## src/rtl/fir_wl_batch_ctrl.sv

```systemverilog
// Batch sequencer for the word-length-configurable FIR: applies the tap word-length
// table, flushes the FIR, streams one batch from sample RAM and captures the results.
module fir_wl_batch_ctrl #(
   parameter int N_TAPS    = 30,
   parameter int DATA_WL   = 16,
   parameter int ADDR_WL   = 8,
   parameter int DRAIN_MAX = 64,
   parameter int WL_RST    = 24
) (
   input  logic               clk,
   input  logic               rst,
   input  logic               cfg_we,
   input  logic [4:0]         cfg_addr,
   input  logic [7:0]         cfg_data,
   input  logic               start,
   input  logic [ADDR_WL:0]   batch_len,
   output logic               busy,
   output logic               done,
   output logic               err,
   output logic [7:0]         frac_wl [N_TAPS-1:0],
   output logic               src_rd,
   output logic [ADDR_WL-1:0] src_addr,
   input  logic [DATA_WL-1:0] src_data,
   output logic [DATA_WL-1:0] fir_data_in,
   output logic               fir_in_valid,
   input  logic [DATA_WL-1:0] fir_data_out,
   input  logic               fir_out_valid,
   output logic               res_we,
   output logic [ADDR_WL-1:0] res_addr,
   output logic [DATA_WL-1:0] res_data
);

   localparam int FW = $clog2(N_TAPS);
   localparam int DW = $clog2(DRAIN_MAX + 1);
   localparam int CW = ADDR_WL + 1;
   localparam logic [FW-1:0] FLUSH_LAST = FW'(N_TAPS - 1);
   localparam logic [DW-1:0] DRAIN_LAST = DW'(DRAIN_MAX - 1);
   localparam logic [7:0]    WL_INIT    = 8'(WL_RST);

   typedef enum logic [2:0] {
      S_IDLE   = 3'd0,
      S_FLUSH  = 3'd1,
      S_STREAM = 3'd2,
      S_DRAIN  = 3'd3,
      S_DONE   = 3'd4
   } state_t;

   state_t             state_q, state_d;
   logic [CW-1:0]      len_q, len_d;
   logic [CW-1:0]      smp_cnt_q, smp_cnt_d;
   logic [CW-1:0]      res_cnt_q, res_cnt_d;
   logic [FW-1:0]      flush_cnt_q, flush_cnt_d;
   logic [DW-1:0]      drain_cnt_q, drain_cnt_d;
   logic [7:0]         shadow_q [N_TAPS-1:0];
   logic [7:0]         shadow_d [N_TAPS-1:0];
   logic [7:0]         active_q [N_TAPS-1:0];
   logic [7:0]         active_d [N_TAPS-1:0];
   logic               busy_q, busy_d;
   logic               done_q, done_d;
   logic               err_q, err_d;
   logic               src_rd_q, src_rd_d;
   logic [ADDR_WL-1:0] src_addr_q, src_addr_d;
   logic               fiv_q, fiv_d;
   logic               res_we_q, res_we_d;
   logic [ADDR_WL-1:0] res_addr_q, res_addr_d;
   logic [DATA_WL-1:0] res_data_q, res_data_d;

   always_comb begin
      state_d     = state_q;
      len_d       = len_q;
      smp_cnt_d   = smp_cnt_q;
      res_cnt_d   = res_cnt_q;
      flush_cnt_d = flush_cnt_q;
      drain_cnt_d = drain_cnt_q;
      shadow_d    = shadow_q;
      active_d    = active_q;
      err_d       = err_q;
      src_rd_d    = 1'b0;
      src_addr_d  = src_addr_q;
      res_we_d    = 1'b0;
      res_addr_d  = res_addr_q;
      res_data_d  = res_data_q;

      case (state_q)
         S_IDLE: begin
            if (start && (batch_len != {CW{1'b0}})) begin
               state_d     = S_FLUSH;
               len_d       = batch_len;
               active_d    = shadow_q;
               err_d       = 1'b0;
               smp_cnt_d   = {CW{1'b0}};
               res_cnt_d   = {CW{1'b0}};
               flush_cnt_d = {FW{1'b0}};
               drain_cnt_d = {DW{1'b0}};
            end else begin
               state_d = S_IDLE;
            end
         end
         // The first read is issued from the last flush cycle so src_rd is registered.
         S_FLUSH: begin
            if (flush_cnt_q == FLUSH_LAST) begin
               state_d     = S_STREAM;
               flush_cnt_d = {FW{1'b0}};
               src_rd_d    = 1'b1;
               src_addr_d  = {ADDR_WL{1'b0}};
               smp_cnt_d   = {{(CW-1){1'b0}}, 1'b1};
            end else begin
               flush_cnt_d = flush_cnt_q + {{(FW-1){1'b0}}, 1'b1};
            end
         end
         S_STREAM: begin
            if (smp_cnt_q == len_q) begin
               state_d = S_DRAIN;
            end else begin
               src_rd_d   = 1'b1;
               src_addr_d = smp_cnt_q[ADDR_WL-1:0];
               smp_cnt_d  = smp_cnt_q + {{(CW-1){1'b0}}, 1'b1};
            end
         end
         S_DRAIN: begin
            if (res_cnt_q == len_q) begin
               state_d = S_DONE;
            end else if (drain_cnt_q == DRAIN_LAST) begin
               state_d = S_DONE;
               err_d   = 1'b1;
            end else begin
               drain_cnt_d = drain_cnt_q + {{(DW-1){1'b0}}, 1'b1};
            end
         end
         S_DONE: begin
            state_d = S_IDLE;
         end
         default: begin
            state_d = S_IDLE;
         end
      endcase

      if (((state_q == S_STREAM) || (state_q == S_DRAIN)) && fir_out_valid && (res_cnt_q < len_q)) begin
         res_we_d   = 1'b1;
         res_addr_d = res_cnt_q[ADDR_WL-1:0];
         res_data_d = fir_data_out;
         res_cnt_d  = res_cnt_q + {{(CW-1){1'b0}}, 1'b1};
      end else begin
         res_we_d = 1'b0;
      end

      // Shadow write follows the copy above, so a same-cycle write misses this run.
      if (cfg_we && (int'(cfg_addr) < N_TAPS)) begin
         shadow_d[cfg_addr] = cfg_data;
      end else begin
         shadow_d = shadow_q;
      end

      busy_d = (state_d == S_FLUSH) || (state_d == S_STREAM) || (state_d == S_DRAIN);
      done_d = (state_d == S_DONE);
      fiv_d  = src_rd_q;
   end

   always_ff @(posedge clk) begin
      if (rst) begin
         state_q     <= S_IDLE;
         len_q       <= {CW{1'b0}};
         smp_cnt_q   <= {CW{1'b0}};
         res_cnt_q   <= {CW{1'b0}};
         flush_cnt_q <= {FW{1'b0}};
         drain_cnt_q <= {DW{1'b0}};
         for (int i = 0; i < N_TAPS; i++) begin
            shadow_q[i] <= WL_INIT;
            active_q[i] <= WL_INIT;
         end
         busy_q      <= 1'b0;
         done_q      <= 1'b0;
         err_q       <= 1'b0;
         src_rd_q    <= 1'b0;
         src_addr_q  <= {ADDR_WL{1'b0}};
         fiv_q       <= 1'b0;
         res_we_q    <= 1'b0;
         res_addr_q  <= {ADDR_WL{1'b0}};
         res_data_q  <= {DATA_WL{1'b0}};
      end else begin
         state_q     <= state_d;
         len_q       <= len_d;
         smp_cnt_q   <= smp_cnt_d;
         res_cnt_q   <= res_cnt_d;
         flush_cnt_q <= flush_cnt_d;
         drain_cnt_q <= drain_cnt_d;
         for (int i = 0; i < N_TAPS; i++) begin
            shadow_q[i] <= shadow_d[i];
            active_q[i] <= active_d[i];
         end
         busy_q      <= busy_d;
         done_q      <= done_d;
         err_q       <= err_d;
         src_rd_q    <= src_rd_d;
         src_addr_q  <= src_addr_d;
         fiv_q       <= fiv_d;
         res_we_q    <= res_we_d;
         res_addr_q  <= res_addr_d;
         res_data_q  <= res_data_d;
      end
   end

   // RAM data arrives alongside fir_in_valid, so the input mux stays combinational.
   assign fir_data_in  = fiv_q ? src_data : {DATA_WL{1'b0}};
   assign fir_in_valid = fiv_q;
   assign frac_wl      = active_q;
   assign busy         = busy_q;
   assign done         = done_q;
   assign err          = err_q;
   assign src_rd       = src_rd_q;
   assign src_addr     = src_addr_q;
   assign res_we       = res_we_q;
   assign res_addr     = res_addr_q;
   assign res_data     = res_data_q;

endmodule

```

## config.mk

```make
export PLATFORM = sky130hd
export DESIGN_NAME = fir_wl_batch_ctrl
export DESIGN_NICKNAME = d
export VERILOG_FILES = /design/src/rtl/fir_wl_batch_ctrl.sv
export SDC_FILE = /design/constraint.sdc
export NUM_CORES = 1
export LEC_CHECK = 0
export ABC_AREA = 1
export CAP_MARGIN = 25
export CORE_MARGIN = 4
export CORE_UTILIZATION = 53
export DETAILED_ROUTE_END_ITERATION = 12
export PLACE_DENSITY_LB_ADDON = 0.25
export SKIP_LAST_GASP = 1
export SLEW_MARGIN = 20
export SYNTH_ARGS = -nofsm -noshare
export SYNTH_HDL_FRONTEND = slang
export SYNTH_SLANG_ARGS = --single-unit
```

## constraint.sdc

```tcl
create_clock -name clk -period 2 [get_ports clk]
set_input_delay 0.3 -clock clk [delete_from_list [all_inputs] [get_ports clk]]
set_output_delay 0.3 -clock clk [all_outputs]
set_load 0.05 [all_outputs]
```

==> results of run 1 <==
worst reg2reg max path, delay by kind of cell, from the launching register on:
family / cells / cell delay, ps
fa+ha+maj: 1 / 300
flops: 1 / 340
simple gates: 5 / 370
buf+inv: 3 / 370
compound gates: 3 / 420
flip-flops by register name, indices dropped and copies added (netlist names):
name and flops:
err 1, flush_cnt_q 5, res_we 1, state_q 3, res_addr 8, smp_cnt_q 9, shadow_q 240, res_cnt_q 9
fir_in_valid 1, len_q 9, drain_cnt_q 7, src_rd 1, busy 1, done 1, frac_wl 240, res_data 16
src_addr 8
synthesized netlist by cell type (all sizes together):
cell type / number / area share (%)
a211oi: 2 / 0.073
a21oi: 241 / 5.9
and2: 1 / 0.030
and3: 1 / 0.030
buf: 65 / 1.8
clkbuf: 88 / 1.6
clkinv: 1 / 0.018
dfxtp: 560 / 54
ha: 14 / 0.85
inv: 111 / 2.1
nand2: 716 / 13
nand3: 173 / 4.3
nand3b: 1 / 0.036
nand4: 12 / 0.36
nor2: 458 / 9.0
nor3: 15 / 0.47
nor3b: 1 / 0.036
o211ai: 1 / 0.036
o21ai: 218 / 5.3
o22ai: 1 / 0.030
or2: 2 / 0.061
xnor2: 7 / 0.30
xor2: 6 / 0.25
logic make-up (layout without fill, tap and decap cells):
group           Yosys count  in the layout  share of synthesized area (%)
flops                   560            560                           54.3
buf+inv                 265            668                           5.55
xor+xnor                 13             13                          0.551
other cells               0              1                              0
simple gates           1380           1380                           27.4
compound gates          463            463                           11.3
fa+ha+maj                14             14                          0.848
power groups by stage:
stage                     clock [mW]  sequential (mW)  combinational [mW]
after floorplan                    0             12.1               0.893
after global placement             0             11.7                2.06
after detailed placement           0             11.7                2.09
after CTS                       10.2             11.5                2.03
after global routing            10.6             11.5                2.20
final                           10.0             11.5                2.04
layout by cell type (no fill, tap or decap), types with 55 or more instances in the layout:
cell type,n
a21oi_1,240
buf_4,94
clkbuf_16,55
dfxtp_1,558
dlygate4sd2_1,268
inv_1,72
nand2_1,711
nand3_1,167
nor2_1,429
o21ai_0,214
per-layer routing:
| layer | vias up | GRT usage, % | wire length, um |
|---|---|---|---|
| met4 | 2 | 9.64 | 1800 |
| met1 | 8959 | 36.1 | 25200 |
| met3 | 139 | 5.11 | 4740 |
| met2 | 771 | 46.6 | 28900 |
| li1 | 9369 | - | - |
| met5 | - | 0 | 13 |
area by class of cell:
cell class,instances,area (um^2),area share [%]
sequential,560,11200,41.8
multi-input combinational,1870,8310,31.0
timing repair buffer,462,4440,16.5
clock buffer,84,1650,6.14
tap,518,648,2.42
inverter,112,453,1.69
clock inverter,10,108,0.401
antenna,1,2.50,0.00933
path summary, 6_finish.rpt:
check	endpoint	slack (ps)	cells past startpoint
worst max-delay path	res_addr[3]	70	12
worst min-delay path	state_q[1]	80	2
worst max register to register	res_addr[3]	70	12
worst min register to register	fir_in_valid	430	2
timing repair:
action                                  4_1_cts  5_1_grt
resized for setup                           270        6
pin swaps                                     0        2
buffers inserted                              0        1
endpoints found under the setup margin      272       32
metrics by stage:
step | cells | setup TNS [ps] | power, mW | hold WS [ps]
finish | 3617 | 0 | 23.6 | 75.2
global route | 3616 | -52.7 | 24.3 | 77.3
CTS | 3615 | 0 | 23.7 | 36.8
detailed placement | 3521 | -21470 | 13.8 | 427
global placement | 3521 | -15620 | 13.8 | 419
floorplan | 2695 | 0 | 13.0 | 429
==> metrics.csv, run 1 <==
metric;value;unit
hold buffers post-CTS;0;
initial antenna violation count;2;
CP top delay family;compound AO/OA/AOI/OAI gates;
Max rail drop VDD;0.000616;V
Port Buffers;352;
CP max FO;37;
WL/cell;16.8;um
HP Class;in2reg;
via/cell ratio;5.32;
placer congestion estimate;0.859;
Final Hold Viols;0;
Relative slew margins;55.1;%
Seq pwr share;48.8;%
worst-margin pin slew;674;ps
worst-path cell chain;inv_1 -> ha_1 -> nand2_1 -> o21ai_0 -> nand2_1 -> nand2_1 -> nand2_1 -> nand2_1 -> clkinv_1 -> buf_12 -> o21ai_0 -> a21oi_1;
status;completed;
Clock Latency Late Sink;590;ps
drt total wl;60700;um
CTS Buf Count;54;
Reg clk slew, reported paths;60;ps
CTS root buf;clkbuf_16;
DRT iter0 DRCs;1500;
Clock Sinks;560;
Mapped Area;20600;um^2
CORE AREA;38600;um^2
RSZ-0062 raised after global routing;yes;
MaxCap Viol Count;0;
die height;205;um
Static Leakage;12.0;nW
Area growth syn-to-layout;29.9;%
P_int;17.8;mW
WS Path Type;reg2reg;
synthesized flop and latch total;560;
Syn Nets;2768;
worst hold path startpoint;rst;
clock skew;10.7;ps
final-layout fill cell count;3243;
CP startpoint kind;flop;
grt total ovfl;0;
most used cell, CP;nand2_1;
Post-Place Worst Slack;-185;ps
CP Data Required Time;2460;ps
share of layout cells above drive strength 1;10.1;%
Gate power share;8.7;%
final cell utilization of the core;69.5;%
DP Area;25400;um^2
Sw Ratio;24.3;%
Seq/Total Area, Yosys;54.3;%
Final setup viols;0;
Routed Antenna Nets;0;
CTS max path bufs;3;
vias post-DR;19200;
cells after synthesis;2695;
Die Width;205;um
fmax;0.519;GHz
Final Worst Setup Slack;74.5;ps
syn_area_per_cell;7.66;um^2
largest net degree at the start of global routing;130;
All-Layer GR Usage;27.7;%
Initial Utilization;53.6;%
Syn. warnings;0;
Final period util;96.3;%
DR DRC count;0;
WP buf/inv;3;
TritonRoute pass-1 iters;6;
cell with the largest stage delay on the worst path;dfxtp_2;
CP startpoint;len_q[2];
CTS tree;built;
row count;72;
Final Instance Area;26800;um^2
CP endpoint kind;flop;
die area;42200;um^2
Final Critical Period;1930;ps
Ports;353;
sw power;5.72;mW
max incr delay on CP;340;ps
RR Startpoint;len_q[2];
Power Density;879;nW/um^2
first-pass GRT wire length;96000;um
Nets;3133;
Critical Path AT;2390;ps
fin. max-slew vios;0;
dpl hpwl;40500;um
post-synthesis cell type count;39;
H-tree depth;2;
vias in the first global route;18700;
Clk pwr share;42.6;%
No activity file was read; power rests on OpenSTA's default activity.
==> run 2, diff against run 1 <==
--- a/config.mk
+++ b/config.mk
@@ -7,9 +7,10 @@
 export LEC_CHECK = 0
 export ABC_AREA = 1
 export CAP_MARGIN = 25
-export CORE_MARGIN = 4
+export CORE_MARGIN = 5
 export CORE_UTILIZATION = 53
 export DETAILED_ROUTE_END_ITERATION = 12
+export HOLD_SLACK_MARGIN = 0.15
 export PLACE_DENSITY_LB_ADDON = 0.25
 export SKIP_LAST_GASP = 1
 export SLEW_MARGIN = 20
==> metrics.csv, run 2 (synthesis gave the netlist of run 1 again) <==
metric;value;unit;change
status;completed;;
Final Power;24.8;mW;+5.3%
Reg clk slew, reported paths;60;ps;about the same
CTS Buf Count;55;;+1.9%
setup_tns;0;ps;unchanged
DR DRC count;0;;unchanged
Nets;3131;;-0.064%
Critical R2R Capture;res_data[4];;
WP buf/inv;2;;-1
max incr delay on CP;350;ps;about the same
Final Hold Viols;0;;unchanged
worst-path cell chain;inv_1 -> ha_1 -> nand2_1 -> nand3_1 -> nor3_2 -> nand2_1 -> buf_6 -> o21ai_0 -> nor2_1;;
All-Layer GR Usage;27.4;%;-0.32 points
CTS root buf;clkbuf_16;;
Port Buffers;352;;unchanged
TritonRoute pass-1 iters;6;;unchanged
Clock Latency Late Sink;600;ps;about the same
HP Class;in2reg;;
Static Leakage;12.1;nW;+0.68%
share of layout cells above drive strength 1;10.4;%;+0.31 points
fmax;0.515;GHz;-0.83%
WL/cell;17.1;um;+1.8%
flop2flop setup slack;60;ps;-20 ps
vias post-DR;19400;;+1.1%
CORE AREA;38600;um^2;unchanged
row count;72;;unchanged
Relative slew margins;42.8;%;-12 points
CTS max path bufs;3;;unchanged
vias in the first global route;19000;;+1.9%
Final setup viols;0;;unchanged
dpl hpwl;41000;um;+1.1%
CP max FO;29;;-22%
first-pass GRT wire length;98900;um;+3.1%
WHS Endpoint;shadow_q[214];;
Ports;353;;unchanged
Final period util;97.1;%;+0.80 points
DP Area;25400;um^2;about the same
Die Width;207;um;+0.97%
Max rail drop VDD;0.000735;V;+19%
die area;43000;um^2;+2.0%
most used cell, CP;nand2_1;;
hold depth;3;;+1
die height;207;um;+0.97%
worst hold path startpoint;cfg_data[6];;
most frequent cells in the layout;711 x nand2_1, 558 x dfxtp_1, 428 x nor2_1, 271 x dlygate4sd2_1, 240 x a21oi_1;;
CTS tree;built;;
commonest non-fill, non-tap cell in the layout;nand2_1;;
H-tree depth;2;;unchanged
MaxCap Viol Count;0;;unchanged
metal3 WL;4620;um;-2.6%
Critical Path AT;2430;ps;+40 ps
clock skew;22.2;ps;+11.5 ps
fin. max-slew vios;0;;unchanged
via/cell ratio;5.37;;+0.90%
Power Density;916;nW/um^2;+4.2%
Area growth syn-to-layout;31.1;%;
met1 WL;25400;um;+0.82%
WS Path Type;reg2reg;;
RSZ-0062 raised after global routing;yes;;
placer congestion estimate;0.892;;+3.8%
CP Data Required Time;2490;ps;+30 ps
Final Critical Period;1940;ps;+16.1 ps
largest net degree at the start of global routing;89;;-32%
worst-margin pin slew;858;ps;+184 ps
met2 WL;29700;um;+2.7%
Final Instance Area;27100;um^2;+0.99%
RR Startpoint;len_q[8];;
CP startpoint kind;flop;;
CP endpoint kind;flop;;
final cell utilization of the core;70.2;%;+0.69 points
CP top delay family;simple AND/OR/NAND/NOR gates;;
initial antenna violation count;4;;+2
top routing layer in use;met5;;
Clock Sinks;560;;unchanged
DRT iter0 DRCs;1568;;+4.5%
cell with the largest stage delay on the worst path;dfxtp_1;;
Routed Antenna Nets;0;;unchanged
Initial Utilization;53.6;%;unchanged
reg2reg path depth;9;;-3
drt total wl;61900;um;+2.0%
final-layout fill cell count;3182;;-1.9%
grt total ovfl;0;;unchanged
==> run 2: cell count changes in the layout (fill, tap and decap cells not counted), sizes merged, moves of 2 or more <==
cell / previous run / this run
clkinv: 7 / 10
dlygate4sd2: 268 / 271
clkinvlp: 0 / 5
inv: 113 / 115
clkbuf: 84 / 73
buf: 145 / 138
bufinv: 2 / 11
==> run 2: what timing repair did <==
action	4_1_cts	5_1_grt
resized for setup	273	11
endpoints found under the hold margin	31	0
pin swaps	0	2
hold buffers	1	0
setup endpoints to repair	273	36
setup buffers	0	1
==> run 2: where the power goes <==
part           switching (mW)  internal (mW)
logic                    1.43          0.618
clock network            4.43           6.82
registers               0.138           11.4
==> run 2: metrics by stage <==
stage	hold WS [ps]	setup WS, ps	std cells
floorplan	429	168	2695
global placement	427	-99.3	3517
detailed placement	429	-182	3517
CTS	177	46.8	3620
global route	193	-65.4	3622
finish	205	58.4	3623
==> run 2: how the worst max path moves through the flow <==
| stage | startpoint | end | slack (ps) | cells after the start |
|---|---|---|---|---|
| 2_1_floorplan | fir_in_valid | fir_data_in[10] | 170 | 4 |
| 3_3_place_gp | batch_len[1] | frac_wl[167] | -100 | 9 |
| 3_5_place_dp | batch_len[1] | frac_wl[31] | -180 | 9 |
| 4_1_cts | len_q[8] | res_data[4] | 50 | 9 |
| 5_1_grt | len_q[2] | res_data[4] | -70 | 11 |
| 6_report | len_q[8] | res_data[4] | 60 | 9 |
==> run 2: layout make-up <==
type                       instances  area, um^2  area share (%)
clock inverter                    29         445            1.64
antenna                            2        5.00          0.0185
clock buffer                      73        1530            5.66
tap                              518         648            2.39
multi-input combinational       1870        8340            30.8
inverter                         112         459            1.70
timing repair buffer             459        4440            16.4
sequential                       560       11200            41.4
==> run 2: routing by layer <==
layer / vias up / global-route usage, %
met2: 774 / 46.7
met3: 134 / 5.67
li1: 9373 / -
met1: 9161 / 34.4
met4: 4 / 10.4
met5: - / 0
==> run 2: worst min-delay path: stages <==
cell and delay, ps:
buf_2 260, nand2_1 130, a21oi_1 50
